## src/rtl/shift_seq_ctrl.sv

```systemverilog
// Multi-cycle SLL/SRL/SRA unit that reuses a fixed shift-by-2 step, plus a shift-by-1
// step for an odd remainder. Sequenced with a start/ready/busy/done handshake.
module shift_seq_ctrl #(
    parameter int WIDTH   = 32,
    parameter int SHAMT_W = 5
) (
    input  logic               clk,
    input  logic               rst_n,
    input  logic               start,
    input  logic [1:0]         op,
    input  logic [WIDTH-1:0]   A,
    input  logic [SHAMT_W-1:0] shamt,
    output logic               ready,
    output logic               busy,
    output logic               done,
    output logic [WIDTH-1:0]   B
);

    typedef enum logic [1:0] {
        IDLE  = 2'd0,
        SHIFT = 2'd1,
        DONE  = 2'd2
    } state_t;

    typedef enum logic [1:0] {
        OP_SLL  = 2'b00,
        OP_SRL  = 2'b01,
        OP_SRA  = 2'b10,
        OP_PASS = 2'b11
    } op_t;

    state_t             state_q, state_d;
    op_t                op_q, op_d;
    logic [WIDTH-1:0]   data_q, data_d;
    logic [SHAMT_W-1:0] rem_q, rem_d;
    logic [WIDTH-1:0]   b_q, b_d;

    logic               step2;
    logic [WIDTH-1:0]   shifted;
    logic [SHAMT_W-1:0] rem_next;

    // One step of the datapath: by 2 while at least two positions remain, else by 1.
    // SRA keeps the MSB, so the original sign bit is replicated on every step.
    always_comb begin
        step2    = (rem_q >= SHAMT_W'(2));
        shifted  = data_q;
        rem_next = step2 ? (rem_q - SHAMT_W'(2)) : '0;
        case (op_q)
            OP_SLL:  shifted = step2 ? {data_q[WIDTH-3:0], 2'b00}
                                     : {data_q[WIDTH-2:0], 1'b0};
            OP_SRL:  shifted = step2 ? {2'b00, data_q[WIDTH-1:2]}
                                     : {1'b0, data_q[WIDTH-1:1]};
            OP_SRA:  shifted = step2 ? {{2{data_q[WIDTH-1]}}, data_q[WIDTH-1:2]}
                                     : {data_q[WIDTH-1], data_q[WIDTH-1:1]};
            default: shifted = data_q;
        endcase
    end

    // NOTE: every signal gets a default first so no path can leave it unassigned,
    // which would otherwise infer a latch.
    always_comb begin
        state_d = state_q;
        op_d    = op_q;
        data_d  = data_q;
        rem_d   = rem_q;
        b_d     = b_q;
        case (state_q)
            IDLE, DONE: begin
                if (start) begin
                    data_d = A;
                    rem_d  = shamt;
                    op_d   = op_t'(op);
                    if (op_t'(op) == OP_PASS || shamt == '0) begin
                        b_d     = A;
                        state_d = DONE;
                    end else begin
                        state_d = SHIFT;
                    end
                end else begin
                    state_d = IDLE;
                end
            end
            SHIFT: begin
                data_d = shifted;
                rem_d  = rem_next;
                if (rem_next == '0) begin
                    b_d     = shifted;
                    state_d = DONE;
                end
            end
            default: state_d = IDLE;
        endcase
    end

    // NOTE: state registers use non-blocking assignments so all flops update
    // together from values sampled before the edge.
    always_ff @(posedge clk) begin
        if (!rst_n) begin
            state_q <= IDLE;
            op_q    <= OP_SLL;
            data_q  <= '0;
            rem_q   <= '0;
            b_q     <= '0;
        end else begin
            state_q <= state_d;
            op_q    <= op_d;
            data_q  <= data_d;
            rem_q   <= rem_d;
            b_q     <= b_d;
        end
    end

    assign ready = (state_q == IDLE) || (state_q == DONE);
    assign busy  = (state_q == SHIFT);
    assign done  = (state_q == DONE);
    assign B     = b_q;

endmodule

```

## config.mk

```make
export PLATFORM = sky130hd
export DESIGN_NAME = shift_seq_ctrl
export DESIGN_NICKNAME = d
export VERILOG_FILES = /design/src/rtl/shift_seq_ctrl.sv
export SDC_FILE = /design/constraint.sdc
export NUM_CORES = 1
export LEC_CHECK = 0
export BUFFER_PORTS_ARGS = -buffer_cell sky130_fd_sc_hd__buf_2
export CORE_ASPECT_RATIO = 1.1
export CORE_MARGIN = 4
export CORE_UTILIZATION = 40
export CTS_CLUSTER_SIZE = 24
export DETAILED_ROUTE_END_ITERATION = 16
export PLACE_DENSITY = 0.6
export RECOVER_POWER = 50
export SYNTH_ARGS = -nofsm -noshare
export SYNTH_HDL_FRONTEND = slang
export SYNTH_SLANG_ARGS = --single-unit
```

## constraint.sdc

```tcl
create_clock -name clk -period 2.4 [get_ports clk]
set_input_delay 0 -clock clk [delete_from_list [all_inputs] [get_ports clk]]
set_output_delay 0 -clock clk [all_outputs]
set_load 0.02 [all_outputs]
```

Yosys cells after proc, flatten, opt, wreduce, memory -nomap -nowiden
Cells that the tools add are included.
Cells by class
  add/sub/neg operators: 1
  magnitude comparators: 1
  eq/ne operators: 8
  muxes and demuxes: 17
  reductions and logical operators: 11
Operators by type and width (number)
  32-bit 2-to-1 mux: 5
  32-bit one-hot mux with 2 select lines: 2
  32-bit one-hot mux with 3 select lines: 1
  31-bit 2-to-1 mux: 1
  30-bit 2-to-1 mux: 1
  5-bit zero test: 2
  5-bit 2-to-1 mux: 2
  5-bit one-hot mux with 2 select lines: 1
  2-bit == test (second input constant): 3
  2-bit 2-to-1 mux: 3
  5-bit by 2-bit greater-or-equal comparator with 1-bit output (second input constant): 1
  5-bit by 2-bit subtractor with 5-bit output (second input constant): 1
  2-bit by 1-bit == test with 1-bit output (second input constant): 2
  2-bit zero test: 2
  2-bit inequality test (second input constant): 2
  2-bit one-hot mux with 2 select lines: 1
  2-bit AND reduction: 2
  4-bit AND reduction: 1
  1-bit logical OR: 2
  2-bit by 1-bit inequality test with 1-bit output (second input constant): 1
  2-bit nonzero test: 1
  2-bit OR reduction: 1
Word-level totals
  register bits after elaboration: 73
  input bits: 42
  output and inout port bits: 35
  word-level logic and storage cells: 43

Depth between registers and ports, before layout
Gate-level depths: netlist of run 1.
  word-level depth: 5
  gate-level depth with buffers: 9
  gate-level depth less buffers: 7

Worst setup path before layout of run 1
No wires, ideal clock.
  path kind: reg-to-reg
  from: register rem_q[1]
  to: register b_q[17], in the netlist B[17]
  library setup time: 0.126 ns
  arrival: 1.977 ns
  path slack: 0.297 ns
  cell stages (with the launch flop): 10
  path buffers: 2
  period minus slack after synthesis: 2.103 ns
  path through: dfxtp_1 > inv_1 > ha_1 > or3b_4 > nor2_2 > o21ai_2 > o311ai_2 > buf_4 > buf_4 > o32ai_1
Between the ends
  longest elaborated chain between the ends: 5
RTL lines
  start, declared: line 35  | logic [SHAMT_W-1:0] rem_q, rem_d;
  start signal, assigned: line 108  | rem_q <= rem_d;
  5-bit by 2-bit subtractor with 5-bit output or 5-bit by 2-bit greater-or-equal comparator with 1-bit output (tied branches): line 47, 45
  5-bit 2-to-1 mux (tied with other cells): line 47  | rem_next = step2 ? (rem_q - SHAMT_W'(2)) : '0;
  5-bit zero test or 32-bit one-hot mux with 3 select lines (tied branches): line 86, 48
  2-bit by 1-bit inequality test with 1-bit output (no source line) or 32-bit 2-to-1 mux (tied branches)
  4-bit AND reduction (no source line) or 32-bit one-hot mux with 2 select lines (tied branches)
  end signal, assigned: line 103  | b_q <= '0;
  end signal, assigned: line 109  | b_q <= b_d;
  end, declared: line 36  | logic [WIDTH-1:0] b_q, b_d;
Several ways; a longest one is shown, not always the timed one. The select of a mux whose other input is x is not followed.
A chain may end at the register's enable or synchronous reset.

Worst setup path after layout of run 1
  from: register rem_q[1]
  to: register b_q[29], in the netlist B[29]
The elaborated chain is that of the path after synthesis.

==> results of run 1 <==
[sequential cells by signal, indices dropped and copies added (netlist names)]
register,cells
rem_q,5
data_q,32
op_q,2
state_q,2
B,32
[cells by family after synthesis]
kind of cell,after synthesis,share of synthesized area [%]
and+or+nand+nor,121,13.23
buffers and inverters,110,9.620
DFF,73,30.79
AOI/OAI and AO/OA,327,45.05
adders and majority gates,1,0.2635
xor gates and xnor gates,1,0.1845
muxes,4,0.8698
[worst max-delay path by stage]
stage	startpoint	to	slack [ns]	cells after the start
2_1_floorplan	rem_q[1]	B[17]	0.30	9
3_3_place_gp	rem_q[1]	data_q[16]	0.18	8
3_5_place_dp	rem_q[1]	B[9]	0.15	9
4_1_cts	rem_q[1]	data_q[9]	0.13	9
5_1_grt	rem_q[1]	data_q[10]	0.002	8
6_report	rem_q[1]	B[29]	0.15	7
[area by class of cell]
class                      instances  area share (%)
tap                              150           3.173
clock buffer                      10           3.871
timing repair buffer             142           16.29
clock inverter                     6           1.163
multi-input combinational        454           48.33
inverter                          39           2.475
sequential                        73           24.70
[synthesized netlist by cell type (all sizes together) (5+ instances only)]
| library cell | instances | area share (%) |
|---|---|---|
| nor3 | 25 | 2.7 |
| a21oi | 71 | 7.5 |
| o22ai | 7 | 0.92 |
| nor2 | 13 | 1.1 |
| nand3 | 39 | 4.1 |
| nor2b | 5 | 0.66 |
| nand2 | 24 | 1.9 |
| a221oi | 20 | 3.7 |
| clkbuf | 41 | 3.2 |
| a211oi | 7 | 1.5 |
| a31oi | 77 | 10 |
| buf | 30 | 3.3 |
| nand2b | 7 | 0.92 |
| dfxtp | 73 | 31 |
| o32ai | 28 | 5.8 |
| inv | 38 | 3.0 |
| o21ai | 74 | 8.0 |
| o31ai | 24 | 3.8 |
[metal layers]
metal | track usage, % | routed length (microns)
met1 | 35.51 | 8059
met2 | 37.26 | 7341
met3 | 4.438 | 1293
met4 | 7.757 | 270
met5 | 0 | 0
[metrics by stage]
stage                     hold slack, ns  total power [mW]
after floorplan                   0.1360             2.703
after global placement            0.2669             3.266
after detailed placement          0.2789             3.282
after CTS                      0.0007979             4.675
after global routing             0.02657             4.928
final                            0.01068             4.684
[report_power, final]
part           internal, mW  switching, mW  total [mW]
registers              1.39          0.183        1.58
logic                 0.646           1.11        1.76
clock network         0.808          0.544        1.35
total                  2.85           1.84        4.68
[worst max-delay path, stage by stage (launching register included)]
cell	delay [ns]
dfxtp_1	0.31
inv_1	0.05
ha_1	0.17
or3b_4	0.57
nor2_2	0.20
o21ai_2	0.12
o32a_4	0.45
o32ai_2	0.28
[repair_timing]
action	in CTS	in global routing
setup buffers	0	3
endpoints found under the setup margin	0	17
gates resized for setup	0	4
hold endpoints to repair	24	0
hold buffers	23	0
==> impl_metrics.xml, run 1 <==
<?xml version="1.0" encoding="UTF-8"?>
<metrics>
  <group name="status">
    <metric name="run_status" unit="">finished, final reports clean</metric>
  </group>
  <group name="pwr">
    <metric name="vdd_ir_drop_max" unit="uV">393.9</metric>
    <metric name="p_leak" unit="nW">2.014</metric>
    <metric name="power_density" unit="nW/um^2">791.8</metric>
  </group>
  <group name="synthesis">
    <metric name="seq_area_frac_synth" unit="%">30.79</metric>
    <metric name="synth.net_count" unit="">680</metric>
    <metric name="synth-edff-count" unit="">0</metric>
    <metric name="yosys_warnings" unit="">0</metric>
    <metric name="synth.ff_latch_count" unit="">73</metric>
    <metric name="synthesized_area_per_cell" unit="sq um">7.452</metric>
    <metric name="async_flop_share" unit="%">0</metric>
    <metric name="synth_cell_type_count" unit="">52</metric>
    <metric name="netlist_area" unit="sq um">4747</metric>
    <metric name="ys_dominant_reg_cell" unit="">dfxtp_1</metric>
    <metric name="synth_cells" unit="">637</metric>
  </group>
  <group name="sta">
    <metric name="max_slew.worst_pin.slew" unit="ns">0.6764</metric>
    <metric name="final_period_minus_worst_setup_slack" unit="ns">2.250</metric>
    <metric name="fin_skew" unit="ns">0.006698</metric>
    <metric name="worst_slack" unit="ns">0.1505</metric>
    <metric name="final-setup-viol-count" unit="">0</metric>
    <metric name="finalCritPeriodShare" unit="%">93.73</metric>
    <metric name="number_of_hold_slack_violations_in_the_final_timing_report" unit="">0</metric>
    <metric name="timing.setup.tns" unit="ns">0</metric>
    <metric name="slew_violations" unit="">0</metric>
    <metric name="rsz0062_at_grt" unit="">no</metric>
    <metric name="fmax" unit="GHz">0.4445</metric>
    <metric name="slew-limit-headroom" unit="%">54.86</metric>
  </group>
  <group name="grt">
    <metric name="gr-total-overflow" unit="">0</metric>
    <metric name="initial_antenna_violation_count" unit="">0</metric>
    <metric name="grt_pass1_vias" unit="">5292</metric>
    <metric name="grt_max_degree" unit="">60</metric>
    <metric name="grt_use_total" unit="%">24.59</metric>
    <metric name="grt_pass1_wl" unit="microns">27510</metric>
  </group>
  <group name="placement">
    <metric name="detailed_place.area" unit="sq um">5400</metric>
    <metric name="io_buffer_count" unit="">76</metric>
    <metric name="finalWeightedCongestion" unit="">0.8898</metric>
    <metric name="place.detailed.hpwl" unit="microns">11380</metric>
    <metric name="post-place-cells" unit="">832</metric>
    <metric name="placement.setup.worst_slack" unit="ns">0.1460</metric>
  </group>
  <group name="clocking">
    <metric name="clock_tree.htree_level_count" unit="">3</metric>
    <metric name="tritoncts.num_buffers" unit="">9</metric>
    <metric name="cts_tree" unit="">yes</metric>
    <metric name="root_buffer" unit="">clkbuf_16</metric>
    <metric name="cts_max_path_buffers" unit="">2</metric>
    <metric name="cts.reportedPaths.clkPinSlew" unit="ns">0.06</metric>
    <metric name="clock_sink_count" unit="">73</metric>
    <metric name="insertion_delay_to_the_later_sink_of_the_worst_skew_pair" unit="ns">0.34</metric>
  </group>
  <group name="floorplan">
    <metric name="die_area" unit="sq um">13680</metric>
    <metric name="floorplan.io_pins" unit="">77</metric>
    <metric name="initial_utilization" unit="%">41.13</metric>
    <metric name="fp-row-count" unit="">41</metric>
    <metric name="die_height" unit="microns">122.3</metric>
    <metric name="dieWidth" unit="microns">111.9</metric>
    <metric name="design.core.area" unit="sq um">11540</metric>
  </group>
  <group name="worst_hold_path">
    <metric name="whs_path_cells" unit="">3</metric>
    <metric name="hp_class" unit="">primary input to flop</metric>
    <metric name="hp-start" unit="">A[15]</metric>
    <metric name="worst_hold_path.endpoint" unit="">data_q[15]</metric>
  </group>
  <group name="finish">
    <metric name="post_route_cells_drive_above_1_share" unit="%">16.99</metric>
    <metric name="layout.area.seq" unit="sq um">1461</metric>
    <metric name="num_antenna_cells" unit="">0</metric>
    <metric name="flow.area_growth_from_synthesis" unit="%">24.62</metric>
    <metric name="multiInputGateArea" unit="sq um">2859</metric>
    <metric name="layout_fillers" unit="">1161</metric>
    <metric name="layout.cells.non_filler" unit="">874</metric>
    <metric name="most_common_library_cell_in_the_layout_ignoring_fill_and_taps" unit="">a31oi_1</metric>
    <metric name="final_cell_mix" unit="">a31oi_1, dfxtp_1, a21oi_1</metric>
    <metric name="finish.utilization" unit="%">51.25</metric>
    <metric name="post-route-cell-area" unit="sq um">5916</metric>
    <metric name="fin_nets" unit="">762</metric>
  </group>
  <group name="route">
    <metric name="dr.first_iter.drc_count" unit="">749</metric>
    <metric name="post_drt_via_cell_ratio" unit="">6.379</metric>
    <metric name="drt_first_pass_iters" unit="">5</metric>
    <metric name="drt-wirelength-per-cell" unit="microns">19.41</metric>
    <metric name="route.detailed.drc" unit="">0</metric>
    <metric name="postRouteAntennaNets" unit="">0</metric>
    <metric name="total_via_count_after_detailed_routing" unit="">5575</metric>
    <metric name="route.final.wire_length" unit="microns">16970</metric>
  </group>
  <group name="worst_setup_path">
    <metric name="max_fanout_on_critical_path" unit="">33</metric>
    <metric name="register_to_register_path_setup_slack" unit="ns">0.15</metric>
    <metric name="startpoint_type" unit="">flop</metric>
    <metric name="worst_r2r_path_depth" unit="">7</metric>
    <metric name="endpoint_kind" unit="">flop</metric>
    <metric name="worst_r2r_startpoint" unit="">rem_q[1]</metric>
    <metric name="timing.critical_path.required" unit="ns">2.65</metric>
    <metric name="critPathKind" unit="">flop to flop</metric>
    <metric name="worst_reg2reg_endpoint" unit="">B[29]</metric>
    <metric name="cp_data_arrival_time" unit="ns">2.49</metric>
  </group>
  <group name="job">
    <metric name="max_cap_violations" unit="">0</metric>
  </group>
</metrics>
(Power assumes the default switching activity.)
==> run 2, diff against run 1 <==
==> constraint.sdc (replaced) <==
create_clock -name clk -period 2.4 [get_ports clk]
set_input_delay 0.48 -clock clk [delete_from_list [all_inputs] [get_ports clk]]
set_output_delay 0.48 -clock clk [all_outputs]
set_load 0.02 [all_outputs]
==> run 2 against run 1 <==
Against the previous run:
- cell count shrank 2.7%
- non-clock buffer count down 24
- global-route usage is 0.73 points lower
- clock skew barely moved
- sequential power barely moved
- setup slack worse by 0.022 ns
- register-to-register slack worse by 0.02 ns
- final area shrank 4.6%
- sequential share of layout area is 1.2 points higher
- maximum frequency is 0.98% lower
- core utilization decreased by 2.4 points
- critical path type unchanged
==> impl_metrics.xml, run 2 (synthesized netlist as in run 1, its figures left out) <==
<?xml version="1.0" encoding="UTF-8"?>
<metrics>
  <group name="route">
    <metric name="route.detailed.drc" unit="">0</metric>
    <metric name="drt_first_pass_iters" unit="">5</metric>
    <metric name="post_drt_via_cell_ratio" unit="">6.398</metric>
    <metric name="dr.first_iter.drc_count" unit="">592</metric>
    <metric name="route.final.wire_length" unit="microns">16500</metric>
    <metric name="drt-wirelength-per-cell" unit="microns">19.41</metric>
    <metric name="total_via_count_after_detailed_routing" unit="">5438</metric>
    <metric name="postRouteAntennaNets" unit="">0</metric>
  </group>
  <group name="grt">
    <metric name="gr_util_met2" unit="%">34.26</metric>
    <metric name="grt_use_total" unit="%">23.86</metric>
    <metric name="grt_pass1_vias" unit="">5049</metric>
    <metric name="global_route.peak_usage_layer" unit="">met1</metric>
    <metric name="use_met3" unit="%">5.523</metric>
    <metric name="grt_max_degree" unit="">61</metric>
    <metric name="gr-total-overflow" unit="">0</metric>
    <metric name="grt_pass1_wl" unit="microns">26790</metric>
    <metric name="initial_antenna_violation_count" unit="">0</metric>
    <metric name="grt.met1_usage" unit="%">36.06</metric>
  </group>
  <group name="floorplan">
    <metric name="design.core.area" unit="sq um">11540</metric>
    <metric name="initial_utilization" unit="%">41.13</metric>
    <metric name="dieWidth" unit="microns">111.9</metric>
    <metric name="fp-row-count" unit="">41</metric>
    <metric name="floorplan.io_pins" unit="">77</metric>
    <metric name="die_height" unit="microns">122.3</metric>
    <metric name="die_area" unit="sq um">13680</metric>
  </group>
  <group name="placement">
    <metric name="finalWeightedCongestion" unit="">0.8977</metric>
    <metric name="io_buffer_count" unit="">76</metric>
    <metric name="detailed_place.area" unit="sq um">5380</metric>
    <metric name="placement.setup.worst_slack" unit="ns">0.1428</metric>
    <metric name="place.detailed.hpwl" unit="microns">11110</metric>
  </group>
  <group name="sta">
    <metric name="fin_skew" unit="ns">0.006269</metric>
    <metric name="final_period_minus_worst_setup_slack" unit="ns">2.272</metric>
    <metric name="minimum_hold_slack" unit="ns">0.4105</metric>
    <metric name="worst_slack" unit="ns">0.1282</metric>
    <metric name="fmax" unit="GHz">0.4402</metric>
    <metric name="rsz0062_at_grt" unit="">no</metric>
    <metric name="number_of_hold_slack_violations_in_the_final_timing_report" unit="">0</metric>
    <metric name="final-setup-viol-count" unit="">0</metric>
    <metric name="timing.setup.tns" unit="ns">0</metric>
    <metric name="max_slew.worst_pin.slew" unit="ns">0.5737</metric>
    <metric name="finalCritPeriodShare" unit="%">94.66</metric>
    <metric name="slew-limit-headroom" unit="%">61.61</metric>
    <metric name="slew_violations" unit="">0</metric>
  </group>
  <group name="finish">
    <metric name="num_antenna_cells" unit="">0</metric>
    <metric name="final_cell_mix" unit="">a31oi_1, dfxtp_1, a21oi_1</metric>
    <metric name="post-route-cell-area" unit="sq um">5644</metric>
    <metric name="flow.area_growth_from_synthesis" unit="%">18.90</metric>
    <metric name="post_route_cells_drive_above_1_share" unit="%">16.57</metric>
    <metric name="fin_nets" unit="">738</metric>
    <metric name="most_common_library_cell_in_the_layout_ignoring_fill_and_taps" unit="">a31oi_1</metric>
  </group>
  <group name="worst_setup_path">
    <metric name="cp_data_arrival_time" unit="ns">2.48</metric>
    <metric name="register_to_register_path_setup_slack" unit="ns">0.13</metric>
    <metric name="timing.critical_path.required" unit="ns">2.61</metric>
    <metric name="worst_r2r_startpoint" unit="">rem_q[1]</metric>
    <metric name="critPathKind" unit="">flop to flop</metric>
    <metric name="endpoint_kind" unit="">flop</metric>
    <metric name="worst_r2r_path_depth" unit="">7</metric>
    <metric name="max_fanout_on_critical_path" unit="">33</metric>
    <metric name="timing.critical_path.from" unit="">rem_q[1]</metric>
    <metric name="startpoint_type" unit="">flop</metric>
    <metric name="worst_reg2reg_endpoint" unit="">B[25]</metric>
    <metric name="cp-endpoint" unit="">B[25]</metric>
  </group>
  <group name="pwr">
    <metric name="sw_frac_of_total" unit="%">39.02</metric>
    <metric name="p_int" unit="mW">2.834</metric>
    <metric name="power_frac_clock" unit="%">29.6</metric>
    <metric name="power.combinational.fraction" unit="%">36.6</metric>
    <metric name="seq_power_share" unit="%">33.8</metric>
    <metric name="power_density" unit="nW/um^2">823.5</metric>
    <metric name="p_leak" unit="nW">1.891</metric>
    <metric name="power_switching" unit="mW">1.814</metric>
    <metric name="vdd_ir_drop_max" unit="uV">374.3</metric>
  </group>
  <group name="clocking">
    <metric name="cts_hold_repair.buffers" unit="">0</metric>
    <metric name="tritoncts.num_buffers" unit="">9</metric>
    <metric name="cts.reportedPaths.clkPinSlew" unit="ns">0.06</metric>
    <metric name="cts_max_path_buffers" unit="">2</metric>
    <metric name="insertion_delay_to_the_later_sink_of_the_worst_skew_pair" unit="ns">0.34</metric>
    <metric name="cts_tree" unit="">yes</metric>
    <metric name="root_buffer" unit="">clkbuf_16</metric>
    <metric name="clock_tree.htree_level_count" unit="">3</metric>
    <metric name="clock_sink_count" unit="">73</metric>
  </group>
  <group name="job">
    <metric name="max_cap_violations" unit="">0</metric>
  </group>
  <group name="worst_hold_path">
    <metric name="whs_path_cells" unit="">3</metric>
    <metric name="hp_class" unit="">primary input to flop</metric>
  </group>
  <group name="status">
    <metric name="run_status" unit="">finished, final reports clean</metric>
  </group>
</metrics>
[run 2: cell count changes in the layout (fill, tap and decap cells not counted), sizes merged]
| cell | previous run | this run |
|---|---|---|
| dlygate4sd3 | 23 | 0 |
| clkinvlp | 1 | 2 |
| buf | 84 | 81 |
| clkinv | 5 | 3 |
| clkbuf | 45 | 48 |
[run 2: how the worst min path moves through the flow]
stage,start,end,slack (ns)
final,op[1],op_q[1],0.41
after global routing,shamt[0],rem_q[0],0.42
after CTS,op[1],op_q[1],0.40
after detailed placement,B[27],B[27],0.44
after global placement,B[27],B[27],0.44
after floorplan,data_q[31],data_q[31],0.45
[run 2: routing by layer]
layer,vias to the layer above,share of wire [%]
li1,2582,-
met1,2551,48
met2,295,43
met3,10,8.6
met4,0,0.75
met5,-,0
[run 2: area by class of cell]
cell class | instances | area (sq um)
Clock buffer | 11 | 242.7
Multi-Input combinational cell | 454 | 2844
Fill cell | 1217 | 5898
Tap cell | 150 | 187.7
Inverter | 39 | 146.4
Clock inverter | 5 | 55.05
Timing Repair Buffer | 118 | 706.9
Sequential cell | 73 | 1461
[run 2: timing repair]
item / in CTS / in global routing
gates resized for setup: 0 / 1
endpoints found under the setup margin: 0 / 13
setup buffers: 0 / 3
[run 2: power groups by stage]
| stage | Sequential (mW) | Combinational (mW) | Clock (mW) |
|---|---|---|---|
| final | 1.57 | 1.70 | 1.38 |
| after floorplan | 1.63 | 1.07 | 0 |
| after detailed placement | 1.59 | 1.68 | 0 |
| after CTS | 1.56 | 1.69 | 1.39 |
| after global placement | 1.58 | 1.67 | 0 |
| after global routing | 1.59 | 1.86 | 1.45 |
[run 2: per-stage QoR]
step / total power [mW] / std cells / utilization (%)
3_3_place_gp: 3.254 / 831 / 46.61
2_1_floorplan: 2.703 / 637 / -
5_1_grt: 4.899 / 850 / 48.90
6_report: 4.648 / 850 / 48.90
3_5_place_dp: 3.265 / 831 / 46.61
4_1_cts: 4.643 / 847 / 49.19
[run 2: worst max-delay path, stage by stage, from the launching register on]
cell and delay [ns]:
dfxtp_1 0.31, inv_1 0.05, ha_1 0.17, or3b_4 0.57, o21ai_1 0.32, a221oi_1 0.14, nor3_1 0.42, o32ai_1 0.15
==> run 3, diff against run 2 <==
--- a/config.mk
+++ b/config.mk
@@ -6,12 +6,13 @@
 export NUM_CORES = 1
 export LEC_CHECK = 0
 export BUFFER_PORTS_ARGS = -buffer_cell sky130_fd_sc_hd__buf_2
+export CELL_PAD_IN_SITES_DETAIL_PLACEMENT = 0
+export CELL_PAD_IN_SITES_GLOBAL_PLACEMENT = 1
 export CORE_ASPECT_RATIO = 1.1
 export CORE_MARGIN = 4
 export CORE_UTILIZATION = 40
-export CTS_CLUSTER_SIZE = 24
 export DETAILED_ROUTE_END_ITERATION = 16
-export PLACE_DENSITY = 0.6
+export PLACE_DENSITY = 0.78
 export RECOVER_POWER = 50
 export SYNTH_ARGS = -nofsm -noshare
 export SYNTH_HDL_FRONTEND = slang
==> run 3 against run 2 <==
Against the previous run:
- flip-flop and latch count stayed put
- setup slack got worse by 0.0020 ns
- first-iteration DRC count is 36% higher
- die area unchanged
- largest cell class unchanged
- global-route usage increased by 0.054 points
- critical path depth stayed put
- maximum frequency barely moved
- critical path type unchanged
- sequential share of layout area fell by 0.28 points
- sequential power is essentially flat
- core utilization up 0.54 points
- highest routed layer unchanged
==> impl_metrics.xml, run 3 (synthesized netlist as in run 1, its figures left out) <==
<?xml version="1.0" encoding="UTF-8"?>
<metrics>
  <group name="status">
    <metric name="run_status" unit="">finished, final reports clean</metric>
  </group>
  <group name="grt">
    <metric name="grt_use_total" unit="%">23.92</metric>
    <metric name="grt_max_degree" unit="">61</metric>
    <metric name="grt_pass1_vias" unit="">4997</metric>
    <metric name="gr-total-overflow" unit="">0</metric>
    <metric name="grt_pass1_wl" unit="microns">26970</metric>
    <metric name="initial_antenna_violation_count" unit="">0</metric>
  </group>
  <group name="clocking">
    <metric name="clock_tree.htree_level_count" unit="">3</metric>
    <metric name="cts_tree" unit="">yes</metric>
    <metric name="tritoncts.num_buffers" unit="">9</metric>
    <metric name="insertion_delay_to_the_later_sink_of_the_worst_skew_pair" unit="ns">0.34</metric>
    <metric name="cts.reportedPaths.clkPinSlew" unit="ns">0.06</metric>
    <metric name="clock_sink_count" unit="">73</metric>
    <metric name="root_buffer" unit="">clkbuf_16</metric>
    <metric name="cts_hold_repair.buffers" unit="">0</metric>
    <metric name="cts_max_path_buffers" unit="">2</metric>
  </group>
  <group name="worst_setup_path">
    <metric name="cp_cell_sequence" unit="">inv_1 -&gt; ha_1 -&gt; or3b_4 -&gt; o21ai_1 -&gt; a21oi_1 -&gt; o32ai_1 -&gt; a21oi_1</metric>
    <metric name="max_fanout_on_critical_path" unit="">17</metric>
    <metric name="critPathKind" unit="">flop to flop</metric>
    <metric name="startpoint_type" unit="">flop</metric>
    <metric name="cp_data_arrival_time" unit="ns">2.48</metric>
    <metric name="endpoint_kind" unit="">flop</metric>
    <metric name="crit_slowest_cell" unit="">or3b_4</metric>
    <metric name="slowest_delay" unit="ns">0.52</metric>
    <metric name="critPathBufInv" unit="">1</metric>
    <metric name="crit_family" unit="">compound AO/OA/AOI/OAI gates</metric>
    <metric name="timing.critical_path.required" unit="ns">2.60</metric>
    <metric name="timing.critical_path.mode_cell" unit="">a21oi_1</metric>
  </group>
  <group name="placement">
    <metric name="post-place-cells" unit="">831</metric>
    <metric name="place.detailed.hpwl" unit="microns">11160</metric>
    <metric name="finalWeightedCongestion" unit="">0.8682</metric>
    <metric name="io_buffer_count" unit="">76</metric>
    <metric name="placement.setup.worst_slack" unit="ns">0.1807</metric>
  </group>
  <group name="route">
    <metric name="drt_first_pass_iters" unit="">5</metric>
    <metric name="route.detailed.drc" unit="">0</metric>
    <metric name="met3RoutedLength" unit="microns">1509</metric>
    <metric name="total_via_count_after_detailed_routing" unit="">5539</metric>
    <metric name="met2WireLength" unit="microns">7122</metric>
    <metric name="post_drt_via_cell_ratio" unit="">6.494</metric>
    <metric name="routed_length_on_met1" unit="microns">8046</metric>
    <metric name="drt-wirelength-per-cell" unit="microns">19.74</metric>
    <metric name="route.final.wire_length" unit="microns">16840</metric>
    <metric name="topRoutingLayerUsed" unit="">met4</metric>
    <metric name="dr.first_iter.drc_count" unit="">805</metric>
    <metric name="postRouteAntennaNets" unit="">0</metric>
  </group>
  <group name="sta">
    <metric name="final-setup-viol-count" unit="">0</metric>
    <metric name="final_period_minus_worst_setup_slack" unit="ns">2.274</metric>
    <metric name="fin_skew" unit="ns">0.006165</metric>
    <metric name="fmax" unit="GHz">0.4398</metric>
    <metric name="worst_slack" unit="ns">0.1261</metric>
    <metric name="slew-limit-headroom" unit="%">65.55</metric>
    <metric name="slew_violations" unit="">0</metric>
    <metric name="max_slew.worst_pin.slew" unit="ns">0.5167</metric>
    <metric name="finalCritPeriodShare" unit="%">94.74</metric>
    <metric name="number_of_hold_slack_violations_in_the_final_timing_report" unit="">0</metric>
  </group>
  <group name="finish">
    <metric name="most_common_library_cell_in_the_layout_ignoring_fill_and_taps" unit="">a31oi_1</metric>
    <metric name="post_route_cells_drive_above_1_share" unit="%">17.92</metric>
    <metric name="multiInputGateArea" unit="sq um">2869</metric>
    <metric name="layout.area.seq" unit="sq um">1461</metric>
    <metric name="final_cell_mix" unit="">a31oi_1, dfxtp_1, a21oi_1</metric>
    <metric name="finish.utilization" unit="%">49.44</metric>
    <metric name="flow.area_growth_from_synthesis" unit="%">20.22</metric>
    <metric name="layout_fillers" unit="">1177</metric>
    <metric name="fin_nets" unit="">741</metric>
    <metric name="num_antenna_cells" unit="">0</metric>
    <metric name="layout.cells.non_filler" unit="">853</metric>
  </group>
  <group name="pwr">
    <metric name="seq_power_share" unit="%">33.1</metric>
    <metric name="power_switching" unit="mW">1.875</metric>
    <metric name="sw_frac_of_total" unit="%">39.53</metric>
    <metric name="power_frac_clock" unit="%">29.8</metric>
    <metric name="power.combinational.fraction" unit="%">37.0</metric>
    <metric name="p_leak" unit="nW">1.922</metric>
    <metric name="p_int" unit="mW">2.867</metric>
    <metric name="vdd_ir_drop_max" unit="uV">370.3</metric>
    <metric name="power_density" unit="nW/um^2">831.0</metric>
  </group>
  <group name="floorplan">
    <metric name="floorplan.io_pins" unit="">77</metric>
    <metric name="dieWidth" unit="microns">111.9</metric>
    <metric name="die_area" unit="sq um">13680</metric>
    <metric name="die_height" unit="microns">122.3</metric>
    <metric name="design.core.area" unit="sq um">11540</metric>
    <metric name="fp-row-count" unit="">41</metric>
    <metric name="initial_utilization" unit="%">41.13</metric>
  </group>
  <group name="worst_hold_path">
    <metric name="hp_class" unit="">primary input to flop</metric>
  </group>
  <group name="job">
    <metric name="max_cap_violations" unit="">0</metric>
  </group>
</metrics>
-- run 3: area by class of cell --
class                      count  share of cell area [%]
timing repair buffer         120                   12.89
inverter                      39                   2.565
clock buffer                  10                   4.188
tap                          150                   3.289
clock inverter                 6                   1.184
sequential                    73                   25.61
multi-input combinational    455                   50.27
-- run 3: path summary, 6_finish.rpt --
| check | startpoint | end | slack, ns | cells past startpoint |
|---|---|---|---|---|
| setup reg to reg | rem_q[2] | data_q[21] | 0.13 | 7 |
| hold reg to reg | B[27] | B[27] | 0.46 | 2 |
| hold / removal | shamt[0] | rem_q[0] | 0.41 | 3 |
| setup / recovery | rem_q[2] | data_q[21] | 0.13 | 7 |
-- run 3: worst min-delay path: cells and delay by family --
| family | cells | cell delay, ns |
|---|---|---|
| buffers and inverters | 1 | 0.11 |
| AOI/OAI and AO/OA | 1 | 0.06 |
| and+or+nand+nor | 1 | 0.05 |
-- run 3: timing repair --
action	in CTS	in global routing
resized for setup	0	4
endpoints found under the setup margin	0	7
buffers inserted	0	4
-- run 3: power groups by stage --
| stage | registers (mW) | clock network, mW | logic [mW] |
|---|---|---|---|
| final | 1.57 | 1.41 | 1.76 |
| after detailed placement | 1.58 | 0 | 1.67 |
| after global routing | 1.60 | 1.50 | 1.90 |
| after CTS | 1.56 | 1.43 | 1.68 |
| after global placement | 1.58 | 0 | 1.66 |
| after floorplan | 1.63 | 0 | 1.07 |
-- run 3: per-stage QoR --
| step | setup TNS [ns] | total power, mW | instance area, sq um | hold slack [ns] |
|---|---|---|---|---|
| after global routing | -0.05204 | 4.996 | 5707 | 0.4150 |
| after global placement | 0 | 3.240 | 5368 | 0.4382 |
| after detailed placement | 0 | 3.253 | 5368 | 0.4456 |
| final | 0 | 4.742 | 5707 | 0.4107 |
| after floorplan | 0 | 2.703 | 4747 | 0.4547 |
| after CTS | 0 | 4.664 | 5674 | 0.4093 |
-- run 3: routing by layer --
layer,vias up,GRT usage (%)
met3,17,4.586
met1,2608,37.24
li1,2601,-
met4,0,6.160
met5,-,0
met2,313,33.40
